<file path="src/rtl/minimac_mdio_slave.sv">
// Clause-22 MDIO responder (PHY side): oversamples MDC/MDIO on sys_clk, decodes frames
// addressed to PHY_ADDR and serves a 32x16 register file with live status and fixed IDs.
module minimac_mdio_slave #(
   parameter logic [4:0]  PHY_ADDR     = 5'd1,
   parameter logic [15:0] PHY_ID1      = 16'h0022,
   parameter logic [15:0] PHY_ID2      = 16'h1610,
   parameter logic [15:0] CTRL_RESET   = 16'h3100,
   parameter int          PREAMBLE_LEN = 32
) (
   input  logic        sys_clk,
   input  logic        sys_rst,
   input  logic        mdc_i,
   input  logic        mdio_i,
   output logic        mdio_o,
   output logic        mdio_oe,
   input  logic [15:0] status_i,
   output logic [15:0] ctrl_o,
   output logic        soft_rst,
   output logic        wr_stb,
   output logic [4:0]  wr_adr,
   output logic [15:0] wr_dat,
   output logic        busy
);

   localparam logic [5:0]  PRE_MIN   = 6'(PREAMBLE_LEN);
   localparam logic [5:0]  PRE_SAT   = 6'd32;
   localparam logic [15:0] CTRL_INIT = CTRL_RESET & 16'h7FFF;

   typedef enum logic [2:0] {
      S_PRE  = 3'd0,
      S_ST1  = 3'd1,
      S_OP   = 3'd2,
      S_PHYA = 3'd3,
      S_REGA = 3'd4,
      S_TA   = 3'd5,
      S_DATA = 3'd6
   } state_t;

   // Valid/ready does not apply here: every decode step is qualified by edge_evt alone,
   // and wr_stb/soft_rst are single-cycle pulses with wr_adr/wr_dat valid while wr_stb=1.
   state_t      state, state_n;
   logic [2:0]  mdc_sync;
   logic [1:0]  mdio_sync;
   logic        edge_evt, bit_in;

   logic [5:0]  pre_cnt, pre_cnt_n;
   logic [3:0]  bit_cnt, bit_cnt_n;
   logic        is_read, is_read_n;
   logic [3:0]  hdr_sh, hdr_sh_n;
   logic [4:0]  reg_adr, reg_adr_n;
   logic [15:0] dat_sh, dat_sh_n;
   logic [15:0] wdata, rd_mux;
   logic        oe_n, o_n, busy_n;
   logic        commit, abort, to_pre, soft_n;
   logic [15:0] regs [32];

   assign edge_evt = mdc_sync[1] & ~mdc_sync[2];
   assign bit_in   = mdio_sync[1];
   assign wdata    = {dat_sh[14:0], bit_in};
   assign soft_n   = commit && (reg_adr == 5'd0) && wdata[15];

   always_comb begin
      case (reg_adr)
         5'd0:    rd_mux = ctrl_o;
         5'd1:    rd_mux = status_i;
         5'd2:    rd_mux = PHY_ID1;
         5'd3:    rd_mux = PHY_ID2;
         default: rd_mux = regs[reg_adr];
      endcase
   end

   always_comb begin
      state_n   = state;
      pre_cnt_n = pre_cnt;
      bit_cnt_n = bit_cnt;
      is_read_n = is_read;
      hdr_sh_n  = hdr_sh;
      reg_adr_n = reg_adr;
      dat_sh_n  = dat_sh;
      oe_n      = mdio_oe;
      o_n       = mdio_o;
      busy_n    = busy;
      commit    = 1'b0;
      abort     = 1'b0;
      to_pre    = 1'b0;
      if (edge_evt) begin
         case (state)
            S_PRE: begin
               if (bit_in) begin
                  if (pre_cnt != PRE_SAT) pre_cnt_n = pre_cnt + 6'd1;
               end else if (pre_cnt >= PRE_MIN) begin
                  state_n   = S_ST1;
                  busy_n    = 1'b1;
                  pre_cnt_n = 6'd0;
               end else begin
                  pre_cnt_n = 6'd0;
               end
            end
            S_ST1: begin
               if (bit_in) begin
                  state_n   = S_OP;
                  bit_cnt_n = 4'd0;
               end else begin
                  abort = 1'b1;
               end
            end
            S_OP: begin
               if (bit_cnt == 4'd0) begin
                  hdr_sh_n  = {hdr_sh[2:0], bit_in};
                  bit_cnt_n = 4'd1;
               end else if (hdr_sh[0] != bit_in) begin
                  // 10 = read, 01 = write; equal bits are reserved opcodes
                  is_read_n = hdr_sh[0];
                  state_n   = S_PHYA;
                  bit_cnt_n = 4'd0;
               end else begin
                  abort = 1'b1;
               end
            end
            S_PHYA: begin
               hdr_sh_n = {hdr_sh[2:0], bit_in};
               if (bit_cnt == 4'd4) begin
                  if ({hdr_sh, bit_in} == PHY_ADDR) begin
                     state_n   = S_REGA;
                     bit_cnt_n = 4'd0;
                  end else begin
                     abort = 1'b1;
                  end
               end else begin
                  bit_cnt_n = bit_cnt + 4'd1;
               end
            end
            S_REGA: begin
               reg_adr_n = {reg_adr[3:0], bit_in};
               if (bit_cnt == 4'd4) begin
                  state_n   = S_TA;
                  bit_cnt_n = 4'd0;
               end else begin
                  bit_cnt_n = bit_cnt + 4'd1;
               end
            end
            S_TA: begin
               if (bit_cnt == 4'd0) begin
                  if (is_read) begin
                     oe_n      = 1'b1;
                     o_n       = 1'b0;
                     dat_sh_n  = rd_mux;
                     bit_cnt_n = 4'd1;
                  end else if (bit_in) begin
                     bit_cnt_n = 4'd1;
                  end else begin
                     abort = 1'b1;
                  end
               end else if (is_read) begin
                  o_n       = dat_sh[15];
                  dat_sh_n  = {dat_sh[14:0], 1'b0};
                  state_n   = S_DATA;
                  bit_cnt_n = 4'd15;
               end else if (!bit_in) begin
                  state_n   = S_DATA;
                  bit_cnt_n = 4'd15;
               end else begin
                  abort = 1'b1;
               end
            end
            S_DATA: begin
               // Read: the bit just sampled by the master was Dn; put Dn-1 on the wire.
               if (is_read) begin
                  if (bit_cnt == 4'd0) begin
                     o_n    = 1'b0;
                     to_pre = 1'b1;
                  end else begin
                     o_n       = dat_sh[15];
                     dat_sh_n  = {dat_sh[14:0], 1'b0};
                     bit_cnt_n = bit_cnt - 4'd1;
                  end
               end else begin
                  dat_sh_n = wdata;
                  if (bit_cnt == 4'd0) begin
                     commit = 1'b1;
                     to_pre = 1'b1;
                  end else begin
                     bit_cnt_n = bit_cnt - 4'd1;
                  end
               end
            end
            default: abort = 1'b1;
         endcase
         if (abort || to_pre) begin
            state_n   = S_PRE;
            pre_cnt_n = 6'd0;
            busy_n    = 1'b0;
            oe_n      = 1'b0;
         end
      end
   end

   always_ff @(posedge sys_clk) begin
      if (sys_rst) begin
         mdc_sync  <= 3'b000;
         mdio_sync <= 2'b00;
         state     <= S_PRE;
         pre_cnt   <= 6'd0;
         bit_cnt   <= 4'd0;
         is_read   <= 1'b0;
         hdr_sh    <= 4'd0;
         reg_adr   <= 5'd0;
         dat_sh    <= 16'd0;
         mdio_oe   <= 1'b0;
         mdio_o    <= 1'b0;
         busy      <= 1'b0;
         wr_stb    <= 1'b0;
         wr_adr    <= 5'd0;
         wr_dat    <= 16'd0;
         soft_rst  <= 1'b0;
         ctrl_o    <= CTRL_INIT;
         for (int i = 0; i < 32; i++) regs[i] <= 16'd0;
      end else begin
         mdc_sync  <= {mdc_sync[1:0], mdc_i};
         mdio_sync <= {mdio_sync[0], mdio_i};
         state     <= state_n;
         pre_cnt   <= pre_cnt_n;
         bit_cnt   <= bit_cnt_n;
         is_read   <= is_read_n;
         hdr_sh    <= hdr_sh_n;
         reg_adr   <= reg_adr_n;
         dat_sh    <= dat_sh_n;
         mdio_oe   <= oe_n;
         mdio_o    <= o_n;
         busy      <= busy_n;
         wr_stb    <= commit;
         soft_rst  <= soft_n;
         if (commit) begin
            wr_adr <= reg_adr;
            wr_dat <= wdata;
            if (reg_adr == 5'd0) begin
               // soft reset clears the file first; the written value (bit 15 dropped) lands on top
               if (wdata[15]) begin
                  for (int i = 0; i < 32; i++) regs[i] <= 16'd0;
               end
               ctrl_o <= {1'b0, wdata[14:0]};
            end else if (reg_adr >= 5'd4) begin
               regs[reg_adr] <= wdata;
            end
         end
      end
   end

endmodule

</file>
<file path="config.mk">
export PLATFORM = sky130hd
export DESIGN_NAME = minimac_mdio_slave
export DESIGN_NICKNAME = d
export VERILOG_FILES = /design/src/rtl/minimac_mdio_slave.sv
export SDC_FILE = /design/constraint.sdc
export NUM_CORES = 1
export LEC_CHECK = 0
export ABC_AREA = 1
export BUFFER_PORTS_ARGS = -buffer_cell sky130_fd_sc_hd__buf_2
export CORE_MARGIN = 1
export CORE_UTILIZATION = 63
export DETAILED_ROUTE_END_ITERATION = 16
export PLACE_DENSITY = 0.81
export SLEW_MARGIN = 0
export SYNTH_ARGS = -nofsm -noshare
export SYNTH_HDL_FRONTEND = slang
export SYNTH_SLANG_ARGS = --single-unit
</file>
<file path="constraint.sdc">
create_clock -name sys_clk -period 4.6 [get_ports sys_clk]
set_input_delay 0.92 -clock sys_clk [delete_from_list [all_inputs] [get_ports sys_clk]]
set_output_delay 0.92 -clock sys_clk [all_outputs]
set_load 0.01 [all_outputs]
</file>
### Yosys cells after proc, flatten, opt, wreduce, memory -nomap -nowiden

Memory sizes are Yosys's and may differ from the RTL's. A register that Yosys moved wholly into a read port is not among the register bits.
Cells that the tools add are included.

| storage, ports and cells | value |
|---|---|
| bits of input ports | 20 |
| memory bits (read-only) | 0 |
| bits in latches | 0 |
| word-level logic and storage cells | 240 |
| memories | 1 |
| bits in registers | 85 |
| RAM bits | 512 |

| operators by class | value |
|---|---|
| multiplexer cells | 119 |
| reduce and logical (&&, ||, !) cells | 28 |
| multiply operators | 0 |
| order comparisons | 2 |
| eq/ne operators | 35 |
| div/mod/pow operators | 0 |
| bitwise operators | 35 |
| shifts and indexed selects | 0 |
| add/subtract/negate cells | 3 |

Memories:

| name | depth | width | read ports | clocked after Yosys merged registers in | write ports | RTL line | source |
|---|---|---|---|---|---|---|---|
| regs | 32 | 16 | 1 | 1 | 32 | 55 | `logic [15:0] regs [32];` |

Operator list:

| operator | count |
|---|---|
| two-way mux 16 bit | 38 |
| one-hot mux 16 bit (4 select lines) | 1 |
| two-way mux 4 bit | 13 |
| two-way mux 1 bit | 42 |
| two-way mux 3 bit | 12 |
| inequality test 3 bit (second input constant) | 12 |
| OR 1 bit | 32 |
| one-hot mux 16 bit (2 select lines) | 1 |
| two-way mux 6 bit | 4 |
| one-hot mux 4 bit (6 select lines) | 1 |
| AND reduction 4 bit | 5 |
| one-hot mux 3 bit (6 select lines) | 1 |
| OR reduction 16 bit | 1 |
| two-way mux 5 bit | 3 |
| nonzero test 2 bit | 7 |
| inequality test 4 bit (second input constant) | 3 |
| AND reduction 12 bit | 1 |
| equality test 5 x 1 -> 1 bit (second input constant) | 2 |
| equality test 5 x 2 -> 1 bit (second input constant) | 2 |
| inequality test 2 bit (second input constant) | 5 |
| equality test 3 bit (second input constant) | 3 |
| one-hot mux 4 bit (2 select lines) | 1 |
| AND reduction 8 bit | 1 |
| nonzero test 7 bit | 1 |
| 25 further kinds | 30 |

### Depth between registers and ports, before layout

| depth | value |
|---|---|
| word-level depth | 10 |
| depth in mapped cells | 15 |

### Worst setup path after synthesis

No wires, ideal clock.

| path | value |
|---|---|
| path kind | reg-to-reg |
| from | register reg_adr[0] |
| to | memory regs[10][0], enable pin |
| library setup time | 0.372 ns |
| clock period less this slack | 3.993 ns |
| path slack | 0.607 ns |
| arrival time | 3.621 ns |
| cell stages (with the launch flop) | 11 |
| cell sequence | dfxtp_1 clkbuf_1 nor2_1 inv_1 nor2_1 inv_1 clkbuf_1 o21ai_0 inv_2 buf_1 nand2_1 |

RTL lines:

| item | RTL line | source |
|---|---|---|
| start: declaration | 50 | `logic [4:0] reg_adr, reg_adr_n;` |
| start signal: assignment | 226 | `reg_adr <= reg_adr_n;` |
| end: declaration | 55 |  |

==> results.sh <==
export IMPL_hpwl_um=46300
export IMPL_place_congestion=0.951
export IMPL_mostFrequentLayoutCell="nor2_1"
export IMPL_reg2reg_setup_slack_ps=960
export IMPL_skew_ps=19.7
export IMPL_ctsLongestPathBuffers=3
export IMPL_worst_pin_slew_ps=1300
export IMPL_ir_worst_vdd_mv=0.393
export IMPL_syn_area_per_cell_sq_um=9.36
export IMPL_grt_pass1_wl_um=116000
export IMPL_finalWirelength_um=76800
export IMPL_antenna_found_initial=1
export IMPL_die_area_sq_um=43800
export IMPL_layout_common_cells="nor2_1 (787), edfxtp_1 (512), nand2_1 (414), nand3_1 (282), o21ai_0 (229)"
export IMPL_setup_viol=0
export IMPL_drt_iter0_markers=3118
export IMPL_hold_viol=0
export IMPL_use_met2_pct=53.4
export IMPL_io_pins=62
export IMPL_hold_path_class="register to register"
export IMPL_postCtsSetupRepairBufs=0
export IMPL_nets=2953
export IMPL_rsz0062_at_grt="false"
export IMPL_synth_edf_count=512
export IMPL_cts_hold_fix_buffers=0
export IMPL_firstDrtPassIters=8
export IMPL_synth_warnings=0
export IMPL_synthFlopType="edfxtp_1"
export IMPL_fin_crit_ps=3640
export IMPL_combPwrFrac_pct=2.9
export IMPL_rows=75
export IMPL_crit_path_max_incr_delay_ps=720
export IMPL_status="finished, final reports clean"
export IMPL_maxCapViolations=0
export IMPL_worst_setup_path_end_kind="register"
export IMPL_postLayoutSetupSlackWorst_ps=960
export IMPL_grt_max_degree=111
export IMPL_syn_area_sq_um=27000
export IMPL_final_cell_area_sq_um=30000
export IMPL_cts_buffers=58
export IMPL_p_leak_nw=11.0
export IMPL_dpl_worst_slack_ps=1060
export IMPL_fin_crit_sh_pct=79.1
export IMPL_num_antenna_cells=0
export IMPL_power_density_nw_per_um2=383
export IMPL_slew_viol_final=0
export IMPL_r2r_start="bit_cnt[0]$_SDFFE_PP0P_"
export IMPL_seq_area_frac_synth_pct=63.5
export IMPL_clkPwrFrac_pct=43.6
export IMPL_via_per_inst=6.20
export IMPL_grt_use_met3_pct=8.03
export IMPL_internal_power_mw=9.11
export IMPL_post_route_util_pct=71.2
export IMPL_die_w_um=209
export IMPL_swShare_pct=20.7
export IMPL_htreeDepth=2
export IMPL_nFillCells=2945
export IMPL_drc_errors=0
export IMPL_dpl_cell_count=3407
export IMPL_async_flop_share_pct=0
export IMPL_cts_resized=0
export IMPL_initial_core_util_pct=64.2
export IMPL_holdWs_ps=407
export IMPL_synth_seq_cells=602
export IMPL_crit_type="register to register"
export IMPL_final_instance_count_excl_fill=3516
export IMPL_drive_above_1_share_pct=9.17
export IMPL_areaGrowthSynthToFinish_pct=11.0
export IMPL_track_usage_pct=35.0
export IMPL_grt_busiest_layer="met2"
export IMPL_net_switching_power_mw=2.38
export IMPL_cts_sinks=602
export IMPL_port_buffer_count=60
export IMPL_grt_pass1_vias=20378
export IMPL_die_y_um=209
export IMPL_grt_overflow_total=0
export IMPL_worstHoldStart="mdio_sync[0]$_SDFF_PP0_"
export IMPL_grtUsageMet1_pct=47.9
export IMPL_seqPwrFrac_pct=53.5
export IMPL_vias=21815
export IMPL_cts_root_buf="clkbuf_16"
export IMPL_critPathArrivalTime_ps=3800
export IMPL_max_freq_mhz=275
export IMPL_clock_latency_ps=620
export IMPL_crit_start="bit_cnt[0]$_SDFFE_PP0P_"
export IMPL_critPathLaunchType="register"
export IMPL_wl_per_cell_um=21.9
export IMPL_synth_cells=2891
export IMPL_synth_cell_types=37
export IMPL_cts_tree="done"
export IMPL_dpl_cell_area_sq_um=28000
export IMPL_required_ps=4760
export IMPL_cp_slowest_cell="nand2_1"
export IMPL_path_clk_slew_ps=60
export IMPL_crit_family="simple AND/OR/NAND/NOR gates"
export IMPL_slew_headroom_pct=12.8
export IMPL_cp_cell_sequence="inv_1 -> ha_1 -> nand2_2 -> clkinv_2 -> nand2_2 -> nor3_4 -> buf_4 -> nand2_1 -> o21ai_1 -> inv_2 -> nand2_1"
export IMPL_core_region_area_sq_um=42100
export IMPL_cp_max_fo=45
export IMPL_finalSetupTns_ps=0
export IMPL_finalPower_mw=11.5
export IMPL_crit_buf_inv=4
export IMPL_drtAntennaViolNets=0
metal layers:
| metal | vias to the layer above | part of all wire (%) |
|---|---|---|
| li1 | 9694 | - |
| met1 | 10186 | 36 |
| met2 | 1655 | 45 |
| met3 | 278 | 14 |
| met4 | 2 | 5.2 |
| met5 | - | 0.077 |
worst min-delay path, cell delays in order (launching register included):
cell,delay (ps)
dfxtp_1,300
inv_1,40
nor2_1,30
cells by family after synthesis:
logic type               count (synthesis)  synth area share, %
AO/OA/AOI/OAI                          377                 7.61
XOR/XNOR                                 3               0.0972
adder cells (fa/ha/maj)                  5                0.231
buffers and inverters                  365                 5.16
flip-flops                             602                 63.5
other                                    1               0.0139
AND/OR/NAND/NOR                       1538                 23.4
power by group through the flow:
stage	clock [mW]	combinational (mW)	sequential (mW)
2_1_floorplan	0	0.212	6.24
5_1_grt	5.20	0.357	6.16
3_3_place_gp	0	0.303	6.25
4_1_cts	5.01	0.318	6.15
6_report	5.01	0.328	6.15
3_5_place_dp	0	0.314	6.26
area by class of cell:
cell class	instances	area [sq um]	share of cell area [%]
Clock buffer	70	1580	5.26
Clock inverter	39	423	1.41
Inverter	150	572	1.91
Multi-Input combinational cell	1988	8720	29.0
Sequential cell	602	17200	57.3
Tap cell	539	674	2.25
Timing Repair Buffer	128	861	2.87
worst paths after layout:
check	end	depth (start not counted)
setup / recovery	regs[21][0]$_SDFFCE_PN0P_	11
setup reg to reg	regs[21][0]$_SDFFCE_PN0P_	11
hold reg to reg	mdio_sync[1]$_SDFF_PP0_	2
hold / removal	mdio_sync[1]$_SDFF_PP0_	2
synth_stat cells, drive strengths merged, types with 4 or more instances:
| library cell | instances | area (sq um) |
|---|---|---|
| nand2 | 424 | 1650 |
| nand3 | 283 | 1420 |
| a21oi | 73 | 365 |
| clkinv | 4 | 16.3 |
| dfxtp | 90 | 1800 |
| nor2 | 809 | 3100 |
| buf | 32 | 144 |
| o211ai | 53 | 398 |
| edfxtp | 512 | 15400 |
| nor3 | 14 | 92.6 |
| clkbuf | 183 | 687 |
| o21ai | 233 | 1170 |
| a31oi | 9 | 56.3 |
| ha | 5 | 62.6 |
| inv | 146 | 548 |
sequential cells by signal, summed over array words and instances (netlist names), 4 cells and up, named ones only:
name / count
dat_sh: 16
regs: 512
pre_cnt: 6
bit_cnt: 4
hdr_sh: 4
wr_adr: 5
wr_dat: 16
ctrl_o: 15
reg_adr: 5
(Power assumes the default switching activity.)
